## src/rtl/tt_print_seq_if.sv

```systemverilog
// Bus bundle for the console print sequencer.
// Carries the adapter write port, FIFO status, the translator lookup port and
// the printer magnet/status outputs.
//   master : adapter / translator / printer side (drives i_*, observes o_*)
//   slave  : the sequencer itself (observes i_*, drives o_*)
interface tt_print_seq_if #(
  parameter int unsigned DEPTH = 8
) ();
  localparam int unsigned CNT_W = $clog2(DEPTH + 1);

  // Adapter write side and FIFO status
  logic             i_wr;
  logic [7:0]       i_wr_data;
  logic             o_full;
  logic             o_empty;
  logic [CNT_W-1:0] o_count;
  logic             o_overflow;

  // Translator lookup port
  logic [7:0]       o_xlat_data;
  logic [5:0]       i_xlat_tt;
  logic             i_xlat_lc;
  logic             i_xlat_uc;

  // Printer magnets and status
  logic [5:0]       o_tt;
  logic             o_print_strobe;
  logic             o_shift_up;
  logic             o_shift_down;
  logic             o_space;
  logic             o_cr;
  logic             o_reject;
  logic             o_case_upper;
  logic             o_busy;

  modport master (
    output i_wr, i_wr_data, i_xlat_tt, i_xlat_lc, i_xlat_uc,
    input  o_full, o_empty, o_count, o_overflow, o_xlat_data, o_tt,
           o_print_strobe, o_shift_up, o_shift_down, o_space, o_cr,
           o_reject, o_case_upper, o_busy
  );

  modport slave (
    input  i_wr, i_wr_data, i_xlat_tt, i_xlat_lc, i_xlat_uc,
    output o_full, o_empty, o_count, o_overflow, o_xlat_data, o_tt,
           o_print_strobe, o_shift_up, o_shift_down, o_space, o_cr,
           o_reject, o_case_upper, o_busy
  );
endinterface

```

## src/rtl/tt_print_seq.sv

```systemverilog
// Buffered print sequencer for the console typewriter.
// EBCDIC bytes are queued in a circular FIFO and fed one at a time to the
// printer: each byte becomes a print cycle (with case shift if needed), a
// space, a carriage return, or is rejected as unprintable.
// Ports:
//   i_clk   : clock
//   i_reset : asynchronous active-high reset
//   bus     : tt_print_seq_if.slave (write port, FIFO status, translator
//             lookup, printer magnets, case/busy status)
module tt_print_seq #(
  parameter int unsigned DEPTH      = 8,
  parameter int unsigned PRINT_CYC  = 16,
  parameter int unsigned SHIFT_CYC  = 24,
  parameter int unsigned CR_CYC     = 64,
  parameter logic [7:0]  SPACE_CODE = 8'h40,
  parameter logic [7:0]  NL_CODE    = 8'h15
) (
  input logic           i_clk,
  input logic           i_reset,
  tt_print_seq_if.slave bus
);
  localparam int unsigned AW      = $clog2(DEPTH);
  localparam int unsigned CNT_W   = $clog2(DEPTH + 1);
  localparam int unsigned MAX_PS  = (PRINT_CYC > SHIFT_CYC) ? PRINT_CYC : SHIFT_CYC;
  localparam int unsigned MAX_CYC = (MAX_PS > CR_CYC) ? MAX_PS : CR_CYC;
  localparam int unsigned DUR_W   = $clog2(MAX_CYC) + 1;

  typedef enum logic [2:0] {
    S_IDLE, S_FETCH, S_DECIDE, S_SHIFT, S_PRINT, S_SPACE, S_CR
  } state_e;

  state_e           state_q;
  logic [7:0]       mem_q [DEPTH];
  logic [AW-1:0]    wr_ptr_q, wr_ptr_d;
  logic [AW-1:0]    rd_ptr_q, rd_ptr_d;
  logic [CNT_W-1:0] count_q, count_d;
  logic             overflow_q;
  logic             full_c, empty_c, wr_ok_c, pop_c;

  logic [7:0]       hold_q;
  logic [DUR_W-1:0] dur_q;
  logic [5:0]       tt_q;
  logic             strobe_q, shift_up_q, shift_down_q, space_q, cr_q;
  logic             case_upper_q;

  logic             is_space_c, is_nl_c, unprintable_c, want_upper_c, need_shift_c;

  // FIFO status; full is taken from the registered count so a same-cycle pop
  // never lets a write into a full FIFO.
  assign full_c  = (count_q == CNT_W'(DEPTH));
  assign empty_c = (count_q == '0);
  assign wr_ok_c = bus.i_wr & ~full_c;
  assign pop_c   = (state_q == S_FETCH);

  // FIFO pointer/occupancy next state
  always_comb begin
    wr_ptr_d = wr_ptr_q;
    rd_ptr_d = rd_ptr_q;
    if (wr_ok_c) wr_ptr_d = wr_ptr_q + AW'(1);
    if (pop_c)   rd_ptr_d = rd_ptr_q + AW'(1);
    count_d = count_q + CNT_W'(wr_ok_c) - CNT_W'(pop_c);
  end

  // FIFO storage; contents need no reset since the pointers define validity
  always_ff @(posedge i_clk) begin
    if (wr_ok_c) mem_q[wr_ptr_q] <= bus.i_wr_data;
  end

  // FIFO control registers
  always_ff @(posedge i_clk or posedge i_reset) begin
    if (i_reset) begin
      wr_ptr_q   <= '0;
      rd_ptr_q   <= '0;
      count_q    <= '0;
      overflow_q <= 1'b0;
    end else begin
      wr_ptr_q   <= wr_ptr_d;
      rd_ptr_q   <= rd_ptr_d;
      count_q    <= count_d;
      overflow_q <= bus.i_wr & full_c;
    end
  end

  // Character classification of the held byte (translator answers for hold_q)
  always_comb begin
    is_space_c    = (hold_q == SPACE_CODE);
    is_nl_c       = (hold_q == NL_CODE);
    unprintable_c = ~bus.i_xlat_lc & ~bus.i_xlat_uc;
    want_upper_c  = bus.i_xlat_uc & ~bus.i_xlat_lc;
    // Characters on both hemispheres print in either case
    need_shift_c  = (bus.i_xlat_uc ^ bus.i_xlat_lc) & (want_upper_c != case_upper_q);
  end

  // Sequencer FSM with registered magnet outputs
  always_ff @(posedge i_clk or posedge i_reset) begin
    if (i_reset) begin
      state_q      <= S_IDLE;
      hold_q       <= '0;
      dur_q        <= '0;
      tt_q         <= '0;
      strobe_q     <= 1'b0;
      shift_up_q   <= 1'b0;
      shift_down_q <= 1'b0;
      space_q      <= 1'b0;
      cr_q         <= 1'b0;
      case_upper_q <= 1'b0;
    end else begin
      strobe_q <= 1'b0;
      case (state_q)
        S_IDLE: begin
          if (!empty_c) state_q <= S_FETCH;
        end
        S_FETCH: begin
          hold_q  <= mem_q[rd_ptr_q];
          state_q <= S_DECIDE;
        end
        S_DECIDE: begin
          if (is_space_c) begin
            state_q <= S_SPACE;
            space_q <= 1'b1;
            dur_q   <= DUR_W'(PRINT_CYC - 1);
          end else if (is_nl_c) begin
            state_q <= S_CR;
            cr_q    <= 1'b1;
            dur_q   <= DUR_W'(CR_CYC - 1);
          end else if (unprintable_c) begin
            state_q <= S_IDLE;
          end else if (need_shift_c) begin
            state_q      <= S_SHIFT;
            shift_up_q   <= want_upper_c;
            shift_down_q <= ~want_upper_c;
            dur_q        <= DUR_W'(SHIFT_CYC - 1);
          end else begin
            state_q  <= S_PRINT;
            tt_q     <= bus.i_xlat_tt;
            strobe_q <= 1'b1;
            dur_q    <= DUR_W'(PRINT_CYC - 1);
          end
        end
        S_SHIFT: begin
          if (dur_q == '0) begin
            shift_up_q   <= 1'b0;
            shift_down_q <= 1'b0;
            case_upper_q <= ~case_upper_q;
            state_q      <= S_PRINT;
            tt_q         <= bus.i_xlat_tt;
            strobe_q     <= 1'b1;
            dur_q        <= DUR_W'(PRINT_CYC - 1);
          end else begin
            dur_q <= dur_q - DUR_W'(1);
          end
        end
        S_PRINT: begin
          if (dur_q == '0) begin
            tt_q    <= '0;
            state_q <= S_IDLE;
          end else begin
            dur_q <= dur_q - DUR_W'(1);
          end
        end
        S_SPACE: begin
          if (dur_q == '0) begin
            space_q <= 1'b0;
            state_q <= S_IDLE;
          end else begin
            dur_q <= dur_q - DUR_W'(1);
          end
        end
        S_CR: begin
          if (dur_q == '0) begin
            cr_q    <= 1'b0;
            state_q <= S_IDLE;
          end else begin
            dur_q <= dur_q - DUR_W'(1);
          end
        end
        default: state_q <= S_IDLE;
      endcase
    end
  end

  // Output mapping
  assign bus.o_full         = full_c;
  assign bus.o_empty        = empty_c;
  assign bus.o_count        = count_q;
  assign bus.o_overflow     = overflow_q;
  assign bus.o_xlat_data    = hold_q;
  assign bus.o_tt           = tt_q;
  assign bus.o_print_strobe = strobe_q;
  assign bus.o_shift_up     = shift_up_q;
  assign bus.o_shift_down   = shift_down_q;
  assign bus.o_space        = space_q;
  assign bus.o_cr           = cr_q;
  // Reject is decided from the translator answer during the DECIDE cycle itself
  assign bus.o_reject       = (state_q == S_DECIDE) & ~is_space_c & ~is_nl_c & unprintable_c;
  assign bus.o_case_upper   = case_upper_q;
  assign bus.o_busy         = (state_q != S_IDLE) | ~empty_c;
endmodule

```

## src/flat_wrapper.sv

```systemverilog
// flat-port wrapper written by rule: the top's interface ports become plain ports
module tt_print_seq_flat 
#(
  parameter int unsigned DEPTH      = 8,
  parameter int unsigned PRINT_CYC  = 16,
  parameter int unsigned SHIFT_CYC  = 24,
  parameter int unsigned CR_CYC     = 64,
  parameter logic [7:0]  SPACE_CODE = 8'h40,
  parameter logic [7:0]  NL_CODE    = 8'h15
)
  (i_clk, i_reset, bus_i_wr, bus_i_wr_data, bus_i_xlat_tt, bus_i_xlat_lc, bus_i_xlat_uc, bus_o_full, bus_o_empty, bus_o_count, bus_o_overflow, bus_o_xlat_data, bus_o_tt, bus_o_print_strobe, bus_o_shift_up, bus_o_shift_down, bus_o_space, bus_o_cr, bus_o_reject, bus_o_case_upper, bus_o_busy);
  tt_print_seq_if #(.DEPTH(DEPTH)) bus_i ();
  input logic i_clk;
  input logic i_reset;
  input wire logic [$bits(bus_i.i_wr)-1:0] bus_i_wr;
  input wire logic [$bits(bus_i.i_wr_data)-1:0] bus_i_wr_data;
  input wire logic [$bits(bus_i.i_xlat_tt)-1:0] bus_i_xlat_tt;
  input wire logic [$bits(bus_i.i_xlat_lc)-1:0] bus_i_xlat_lc;
  input wire logic [$bits(bus_i.i_xlat_uc)-1:0] bus_i_xlat_uc;
  output wire logic [$bits(bus_i.o_full)-1:0] bus_o_full;
  output wire logic [$bits(bus_i.o_empty)-1:0] bus_o_empty;
  output wire logic [$bits(bus_i.o_count)-1:0] bus_o_count;
  output wire logic [$bits(bus_i.o_overflow)-1:0] bus_o_overflow;
  output wire logic [$bits(bus_i.o_xlat_data)-1:0] bus_o_xlat_data;
  output wire logic [$bits(bus_i.o_tt)-1:0] bus_o_tt;
  output wire logic [$bits(bus_i.o_print_strobe)-1:0] bus_o_print_strobe;
  output wire logic [$bits(bus_i.o_shift_up)-1:0] bus_o_shift_up;
  output wire logic [$bits(bus_i.o_shift_down)-1:0] bus_o_shift_down;
  output wire logic [$bits(bus_i.o_space)-1:0] bus_o_space;
  output wire logic [$bits(bus_i.o_cr)-1:0] bus_o_cr;
  output wire logic [$bits(bus_i.o_reject)-1:0] bus_o_reject;
  output wire logic [$bits(bus_i.o_case_upper)-1:0] bus_o_case_upper;
  output wire logic [$bits(bus_i.o_busy)-1:0] bus_o_busy;
  assign bus_i.i_wr = bus_i_wr;
  assign bus_i.i_wr_data = bus_i_wr_data;
  assign bus_i.i_xlat_tt = bus_i_xlat_tt;
  assign bus_i.i_xlat_lc = bus_i_xlat_lc;
  assign bus_i.i_xlat_uc = bus_i_xlat_uc;
  assign bus_o_full = bus_i.o_full;
  assign bus_o_empty = bus_i.o_empty;
  assign bus_o_count = bus_i.o_count;
  assign bus_o_overflow = bus_i.o_overflow;
  assign bus_o_xlat_data = bus_i.o_xlat_data;
  assign bus_o_tt = bus_i.o_tt;
  assign bus_o_print_strobe = bus_i.o_print_strobe;
  assign bus_o_shift_up = bus_i.o_shift_up;
  assign bus_o_shift_down = bus_i.o_shift_down;
  assign bus_o_space = bus_i.o_space;
  assign bus_o_cr = bus_i.o_cr;
  assign bus_o_reject = bus_i.o_reject;
  assign bus_o_case_upper = bus_i.o_case_upper;
  assign bus_o_busy = bus_i.o_busy;
  tt_print_seq #(.DEPTH(DEPTH), .PRINT_CYC(PRINT_CYC), .SHIFT_CYC(SHIFT_CYC), .CR_CYC(CR_CYC), .SPACE_CODE(SPACE_CODE), .NL_CODE(NL_CODE)) u_core (.i_clk(i_clk), .i_reset(i_reset), .bus(bus_i));
endmodule
```

## config.mk

```make
export PLATFORM = sky130hd
export DESIGN_NAME = tt_print_seq_flat
export DESIGN_NICKNAME = d
export VERILOG_FILES = /design/src/rtl/tt_print_seq_if.sv /design/src/rtl/tt_print_seq.sv /design/src/flat_wrapper.sv
export SDC_FILE = /design/constraint.sdc
export NUM_CORES = 1
export LEC_CHECK = 0
export BUFFER_PORTS_ARGS = -buffer_cell sky130_fd_sc_hd__buf_4
export CAP_MARGIN = 10
export CORE_ASPECT_RATIO = 2
export CORE_MARGIN = 1.5
export CORE_UTILIZATION = 53
export DETAILED_ROUTE_END_ITERATION = 6
export GPL_TIMING_DRIVEN = 0
export HOLD_SLACK_MARGIN = 0.12
export MAX_ROUTING_LAYER = met4
export PLACE_DENSITY = 0.84
export SLEW_MARGIN = 20
export SYNTH_ARGS = -nofsm -noshare
export SYNTH_HDL_FRONTEND = slang
export SYNTH_SLANG_ARGS = --single-unit
```

## constraint.sdc

```tcl
create_clock -name i_clk -period 2.2 [get_ports i_clk]
set_input_delay 0.11 -clock i_clk [delete_from_list [all_inputs] [get_ports i_clk]]
set_output_delay 0.11 -clock i_clk [all_outputs]
set_load 0.02 [all_outputs]
```

==> results.sh, run 1 <==
export IMPL_finalCriticalPeriod_ns=2.19
export IMPL_via_count=3149
export IMPL_n_fill_cell=563
export IMPL_drive_gt1_share_pct=30.5
export IMPL_setup_viol=0
export IMPL_die_width_um=69.6
export IMPL_grt_pass1_wl_um=16400
export IMPL_whs_ns=0.238
export IMPL_worstSetupEndpointType="primary output"
export IMPL_first_global_vias=3231
export IMPL_drc=0
export IMPL_status="completed"
export IMPL_placed_cells=483
export IMPL_hold_violations=0
export IMPL_power_leakage_uw=0.00231
export IMPL_firstDrtPassIters=5
export IMPL_rows=48
export IMPL_crit_required_ns=2.09
export IMPL_synthesis_nets=367
export IMPL_antennaDiodeCount=0
export IMPL_finClkSkew_ns=0.0112
export IMPL_core_um2=8650
export IMPL_worstSetupPathType="reg -> out"
export IMPL_timing_final_ws_setup_ns=0.0133
export IMPL_die_area_um2=9490
export IMPL_antenna_found_initial=0
export IMPL_dp_final_hpwl_um=7430
export IMPL_syn_to_final_growth_pct=25.2
export IMPL_die_height_um=136
export IMPL_clk_path_buf_depth=2
export IMPL_avgSynthCellArea_um2=14.1
export IMPL_hp_class="in -> async"
export IMPL_viasPerCell=6.02
export IMPL_fin_total_pwr_uw=8250
export IMPL_synth_cell_types=60
export IMPL_rsz0062_at_grt="true"
export IMPL_cts_tree="yes"
export IMPL_cts_reportedPaths_clkPinSlew_ns=0.08
export IMPL_critPathLaunchType="flip-flop"
export IMPL_synth_edff_count=64
export IMPL_ir_drop_mv=0.916
export IMPL_cts_sinks=105
export IMPL_fin_cells=523
export IMPL_synth_area_um2=4710
export IMPL_routedWlPerCell_um=20.2
export IMPL_max_cap_viol_count=0
export IMPL_wirelength_um=10600
export IMPL_htreeDepth=3
export IMPL_ys_seq_area_share_pct=62.6
export IMPL_drt_iter0_drc=263
export IMPL_crit_fanout=7
export IMPL_gp_congestion=0.932
export IMPL_slew_viol_final=0
export IMPL_fin_setup_tns_ns=0
export IMPL_finalCritPeriodShare_pct=99.4
export IMPL_ys_warn_count=0
export IMPL_grt_overflow=0
export IMPL_grt_max_degree=34
export IMPL_cts_buffers=9
export IMPL_io_buffer_count=47
export IMPL_crit_arrival_ns=2.08
export IMPL_start_util_pct=54.4
export IMPL_cts_root_buf="clkbuf_16"
export IMPL_grt_use_total_pct=23.7
export IMPL_synth_flop_cell="edfxtp_1"
export IMPL_insertion_delay_ns=0.36
export IMPL_synthCells=335
export IMPL_io_pins=48
export IMPL_postRouteAntennaNets=0
export IMPL_ys_ff_latch=105
export IMPL_tightest_slew_ns=0.694
export IMPL_async_reset_ff_share_pct=39.0
export IMPL_power_density_nw_per_um2=1400
export IMPL_nNetsFinal=450
export IMPL_maxSlewHeadroom_pct=53.7
export IMPL_post_place_ws_ns=-0.364
export IMPL_max_freq_ghz=0.457
worst max-delay path: stages, from the launching register on:
cell	delay [ns]
dfrtp_1	0.39
or4_4	0.53
buf_6	0.16
a21oi_4	0.18
nor2_1	0.10
and3_1	0.20
buf_4	0.15
power by group:
group          total, uW  switching, uW  internal [uW]  leakage (uW)
Clock               1780            757           1020      0.000160
Combinational       3420           1890           1530       0.00109
Sequential          3060            432           2630       0.00107
Total               8250           3080           5180       0.00231
through the flow:
stage	area [um2]	util, %
2_1_floorplan	4720	-
4_1_cts	5750	66.5
5_1_grt	5890	68.1
6_report	5890	68.1
3_3_place_gp	5190	60.1
3_5_place_dp	5220	60.3
state kept, by name (all words and copies together), names as in the netlist:
signal / flops
u_core.mem_q: 64
u_core.bus.o_xlat_data: 8
u_core.dur_q: 7
u_core.bus.o_tt: 6
u_core.bus.o_count: 4
u_core.rd_ptr_q: 3
u_core.state_q: 3
u_core.wr_ptr_q: 3
u_core.bus.o_case_upper: 1
u_core.bus.o_cr: 1
u_core.bus.o_overflow: 1
u_core.bus.o_print_strobe: 1
u_core.bus.o_shift_down: 1
u_core.bus.o_shift_up: 1
u_core.bus.o_space: 1
kinds of logic after synthesis:
logic type	after synthesis	synth area share (%)
xor gates and xnor gates	10	1.86
DFF	105	62.6
buffers and inverters	32	2.95
muxes	28	10.3
adders and majority gates	13	3.62
AOI/OAI and AO/OA	64	9.17
and+or+nand+nor	83	9.49
cells in the final DEF (no fill, tap or decap), types with 3 or more instances in the layout:
cell type / netlist / final
nand2_1: 21 / 20
edfxtp_1: 64 / 64
mux2i_1: 9 / 9
a22o_1: 6 / 6
nor2_1: 23 / 17
buf_6: 2 / 4
nand2b_1: 4 / 4
and3_1: 4 / 4
o21ai_0: 16 / 16
nor2_2: 0 / 6
nor3_4: 0 / 3
mux4_2: 16 / 16
nor3_1: 8 / 5
buf_1: 3 / 3
buf_12: 0 / 3
nand3_1: 3 / 3
clkbuf_1: 8 / 4
buf_4: 0 / 55
dlygate4sd3_1: 0 / 16
a21oi_1: 19 / 18
ha_1: 12 / 11
clkbuf_16: 0 / 9
xor2_1: 6 / 6
inv_1: 16 / 14
dfrtp_1: 41 / 41
mux2_2: 3 / 3
xnor2_1: 4 / 4
and2_1: 3 / 3
timing repair:
| item | 4_1_cts | 5_1_grt |
|---|---|---|
| endpoints found under the setup margin | 75 | 74 |
| pin swaps | 0 | 3 |
| gates resized for setup | 8 | 18 |
| buffers inserted | 2 | 8 |
| hold endpoints to repair | 112 | 0 |
| hold buffers | 16 | 0 |
area by class of cell:
cell class,instances,area [um2],share of cell area (%)
repair buffers,74,633,10.7
well taps,100,125,2.12
clock buffers,9,225,3.82
plain buffers,14,86.3,1.47
clock inverters,7,108,1.83
multi-input cells,198,1700,28.9
inverters,16,63.8,1.08
flip-flops and latches,105,2950,50.0
worst paths after layout:
| kind | end | slack, ns | start | depth (start not counted) |
|---|---|---|---|---|
| worst max-delay path | bus_o_reject | 0.01 | u_core.bus.o_xlat_data[1] | 6 |
| worst min-delay path | u_core.wr_ptr_q[0] | 0.24 | i_reset | 3 |
| worst max register to register | u_core.mem_q[3][0] | 0.03 | u_core.bus.o_count[2] | 7 |
| worst min register to register | u_core.bus.o_shift_down | 0.52 | u_core.bus.o_shift_down | 1 |
| max in group asynchronous | u_core.bus.o_cr | 1.53 | i_reset | 4 |
| min in group i_clk | u_core.bus.o_print_strobe | 0.25 | bus_i_xlat_uc | 5 |
synthesized netlist by cell type, drive strengths merged (2+ instances only):
| cell | n | share of area [%] |
|---|---|---|
| a21oi | 20 | 2.2 |
| o22ai | 2 | 0.40 |
| edfxtp | 64 | 41 |
| or2 | 2 | 0.27 |
| a22o | 6 | 1.1 |
| mux2i | 9 | 1.9 |
| nor4 | 2 | 0.58 |
| inv | 16 | 1.3 |
| nor2 | 24 | 2.1 |
| nand2b | 4 | 0.53 |
| mux2 | 3 | 0.72 |
| nand4b | 2 | 0.37 |
| nand2 | 21 | 1.7 |
| o21ai | 17 | 1.8 |
| and2 | 4 | 0.58 |
| nand3 | 3 | 0.32 |
| buf | 8 | 1.0 |
| mux4 | 16 | 7.7 |
| nor3 | 9 | 1.1 |
| clkbuf | 8 | 0.64 |
| xnor2 | 4 | 0.74 |
| and3 | 4 | 0.53 |
| ha | 12 | 3.2 |
| a31oi | 2 | 0.27 |
| nor2b | 2 | 0.27 |
| dfrtp | 41 | 22 |
| xor2 | 6 | 1.1 |
metal layers:
layer	wire, um	vias up	track usage (%)
met5	0	-	-
met4	472	0	12.3
met1	3590	1542	23.1
met2	6080	127	43.7
li1	-	1434	-
met3	438	46	4.82
Note: power is estimated with default switching activity, not from simulation.
==> inputs of run 2 (changes only) <==
--- a/config.mk
+++ b/config.mk
@@ -11,7 +11,6 @@
 export CORE_MARGIN = 1.5
 export CORE_UTILIZATION = 53
 export DETAILED_ROUTE_END_ITERATION = 6
-export GPL_TIMING_DRIVEN = 0
 export HOLD_SLACK_MARGIN = 0.12
 export MAX_ROUTING_LAYER = met4
 export PLACE_DENSITY = 0.84
==> run 2 against run 1 <==
Net effect: register-to-register slack better by 0.09 ns; first-iteration DRC count down 13%; highest routed layer unchanged; critical endpoint unchanged; total power down 5.5%; wire length down 4.8%; largest power group unchanged.
==> results.sh, run 2 (synthesis results as in run 1) <==
export IMPL_comb_power_share_pct=39.9
export IMPL_p_sw_share_pct=36.6
export IMPL_gp_congestion=0.890
export IMPL_cts_root_buf="clkbuf_16"
export IMPL_critPathMaxStageDelay_ns=0.60
export IMPL_worstSetupPathType="reg -> out"
export IMPL_p_sw_uw=2850
export IMPL_r2r_end="u_core.bus.o_tt[1]"
export IMPL_io_pins=48
export IMPL_cts_tree="yes"
export IMPL_crit_fanout=4
export IMPL_largest_reg_flops=64
export IMPL_crit_arrival_ns=2.01
export IMPL_placed_cells=483
export IMPL_tightest_slew_ns=0.945
export IMPL_seqPwrFrac_pct=39.6
export IMPL_slew_viol_final=0
export IMPL_grt_pass1_wl_um=15800
export IMPL_rows=48
export IMPL_n_fill_cell=632
export IMPL_maxSlewHeadroom_pct=36.6
export IMPL_p_int_uw=4940
export IMPL_crit_required_ns=2.09
export IMPL_fin_cells=515
export IMPL_power_leakage_uw=0.00226
export IMPL_first_global_vias=3200
export IMPL_hold_depth=5
export IMPL_firstDrtPassIters=4
export IMPL_path_cells="or4b_4 -> a21oi_4 -> nor2_1 -> and3_1 -> buf_4"
export IMPL_rrSetupSlack_ns=0.12
export IMPL_rsz0062_at_grt="false"
export IMPL_hp_class="in -> reg"
export IMPL_clk_path_buf_depth=2
export IMPL_drc=0
export IMPL_core_um2=8650
export IMPL_finClkSkew_ns=0.00928
export IMPL_post_place_ws_ns=0.131
export IMPL_via_count=3019
export IMPL_die_height_um=136
export IMPL_min_to="u_core.bus.o_print_strobe"
export IMPL_cts_reportedPaths_clkPinSlew_ns=0.07
export IMPL_routedWlPerCell_um=19.6
export IMPL_cts_sinks=105
export IMPL_grt_use_total_pct=23.0
export IMPL_htreeDepth=3
export IMPL_whs_ns=0.253
export IMPL_syn_to_final_growth_pct=21.4
export IMPL_max_cap_viol_count=0
export IMPL_critPathLaunchType="flip-flop"
export IMPL_insertion_delay_ns=0.35
export IMPL_grt_overflow=0
export IMPL_grt_max_degree=27
export IMPL_wirelength_um=10100
export IMPL_finalCriticalPeriod_ns=2.12
export IMPL_r2r_start="u_core.dur_q[0]"
export IMPL_dp_final_hpwl_um=7280
export IMPL_power_density_nw_per_um2=1360
export IMPL_viasPerCell=5.86
export IMPL_critPathSlowestCell="or4b_4"
export IMPL_final_cell_mix="buf_4 (64), edfxtp_1 (64), dfrtp_1 (41), nor2_1 (23), nand2_1 (21)"
export IMPL_io_buffer_count=47
export IMPL_reg2regPathDepth=7
export IMPL_post_cts_buffers=0
export IMPL_antenna_found_initial=0
export IMPL_finish_utilization_pct=66.1
export IMPL_timing_final_ws_setup_ns=0.0834
export IMPL_drt_iter0_drc=230
export IMPL_min_from="bus_i_xlat_uc"
export IMPL_hold_violations=0
export IMPL_antennaDiodeCount=0
export IMPL_finalCritPeriodShare_pct=96.2
export IMPL_multiInputGateArea_um2=1640
export IMPL_cts_buffers=9
export IMPL_largest_register="u_core.mem_q"
export IMPL_worstSetupEndpointType="primary output"
export IMPL_regArea_um2=2950
export IMPL_max_freq_ghz=0.472
export IMPL_setup_viol=0
export IMPL_start_util_pct=54.4
export IMPL_postRouteAntennaNets=0
export IMPL_ir_drop_mv=0.884
export IMPL_nNetsFinal=442
export IMPL_die_area_um2=9490
export IMPL_fin_setup_tns_ns=0
export IMPL_clockPowerShare_pct=20.5
export IMPL_status="completed"
export IMPL_die_width_um=69.6
export IMPL_drive_gt1_share_pct=27.2
[run 2: metal layers]
layer,vias to the layer above,track usage (%),wire (um)
met5,-,-,0
li1,1396,-,-
met2,89,42.8,5850
met3,41,4.60,336
met1,1493,21.4,3410
met4,0,13.2,475
[run 2: how the worst max path moves through the flow]
stage                     slack, ns  depth (start not counted)               endpoint                      start
after global placement         0.20                          7     u_core.bus.o_tt[2]            u_core.dur_q[0]
final                          0.08                          5           bus_o_reject  u_core.bus.o_xlat_data[0]
after floorplan                0.04                         10  u_core.bus.o_count[2]          u_core.state_q[0]
after CTS                      0.05                          5           bus_o_reject  u_core.bus.o_xlat_data[0]
after detailed placement       0.13                          7     u_core.bus.o_tt[1]            u_core.dur_q[0]
after global routing           0.02                          5           bus_o_reject  u_core.bus.o_xlat_data[0]
[run 2: power groups by stage]
stage	logic (uW)	registers, uW	clock network (uW)
2_1_floorplan	1990	3170	0
5_1_grt	3390	3150	1700
3_5_place_dp	3070	3120	0
6_report	3110	3090	1600
4_1_cts	3120	3090	1610
3_3_place_gp	2960	3090	0
[run 2: layout make-up]
type / instances / area share (%)
well taps: 100 / 2.19
flip-flops and latches: 105 / 51.6
multi-input cells: 198 / 28.7
clock buffers: 11 / 4.07
inverters: 16 / 1.05
clock inverters: 5 / 1.14
repair buffers: 80 / 11.2
[run 2: through the flow]
stage / instance area [um2] / power [uW]
floorplan: 4720 / 5160
CTS: 5710 / 7820
detailed placement: 5250 / 6190
global route: 5710 / 8240
global placement: 5250 / 6050
finish: 5710 / 7800
[run 2: repair_timing]
| item | CTS | global route |
|---|---|---|
| hold buffers | 16 | 0 |
| hold endpoints to repair | 96 | 0 |
| endpoints found under the setup margin | 0 | 1 |
| gates resized for setup | 0 | 1 |
[run 2: worst max-delay path: cells and delay by family, from the launching register on]
kind            cells  cell delay [ns]
compound gates      1             0.21
buf+inv             1             0.15
flops               1             0.41
simple gates        3             0.88
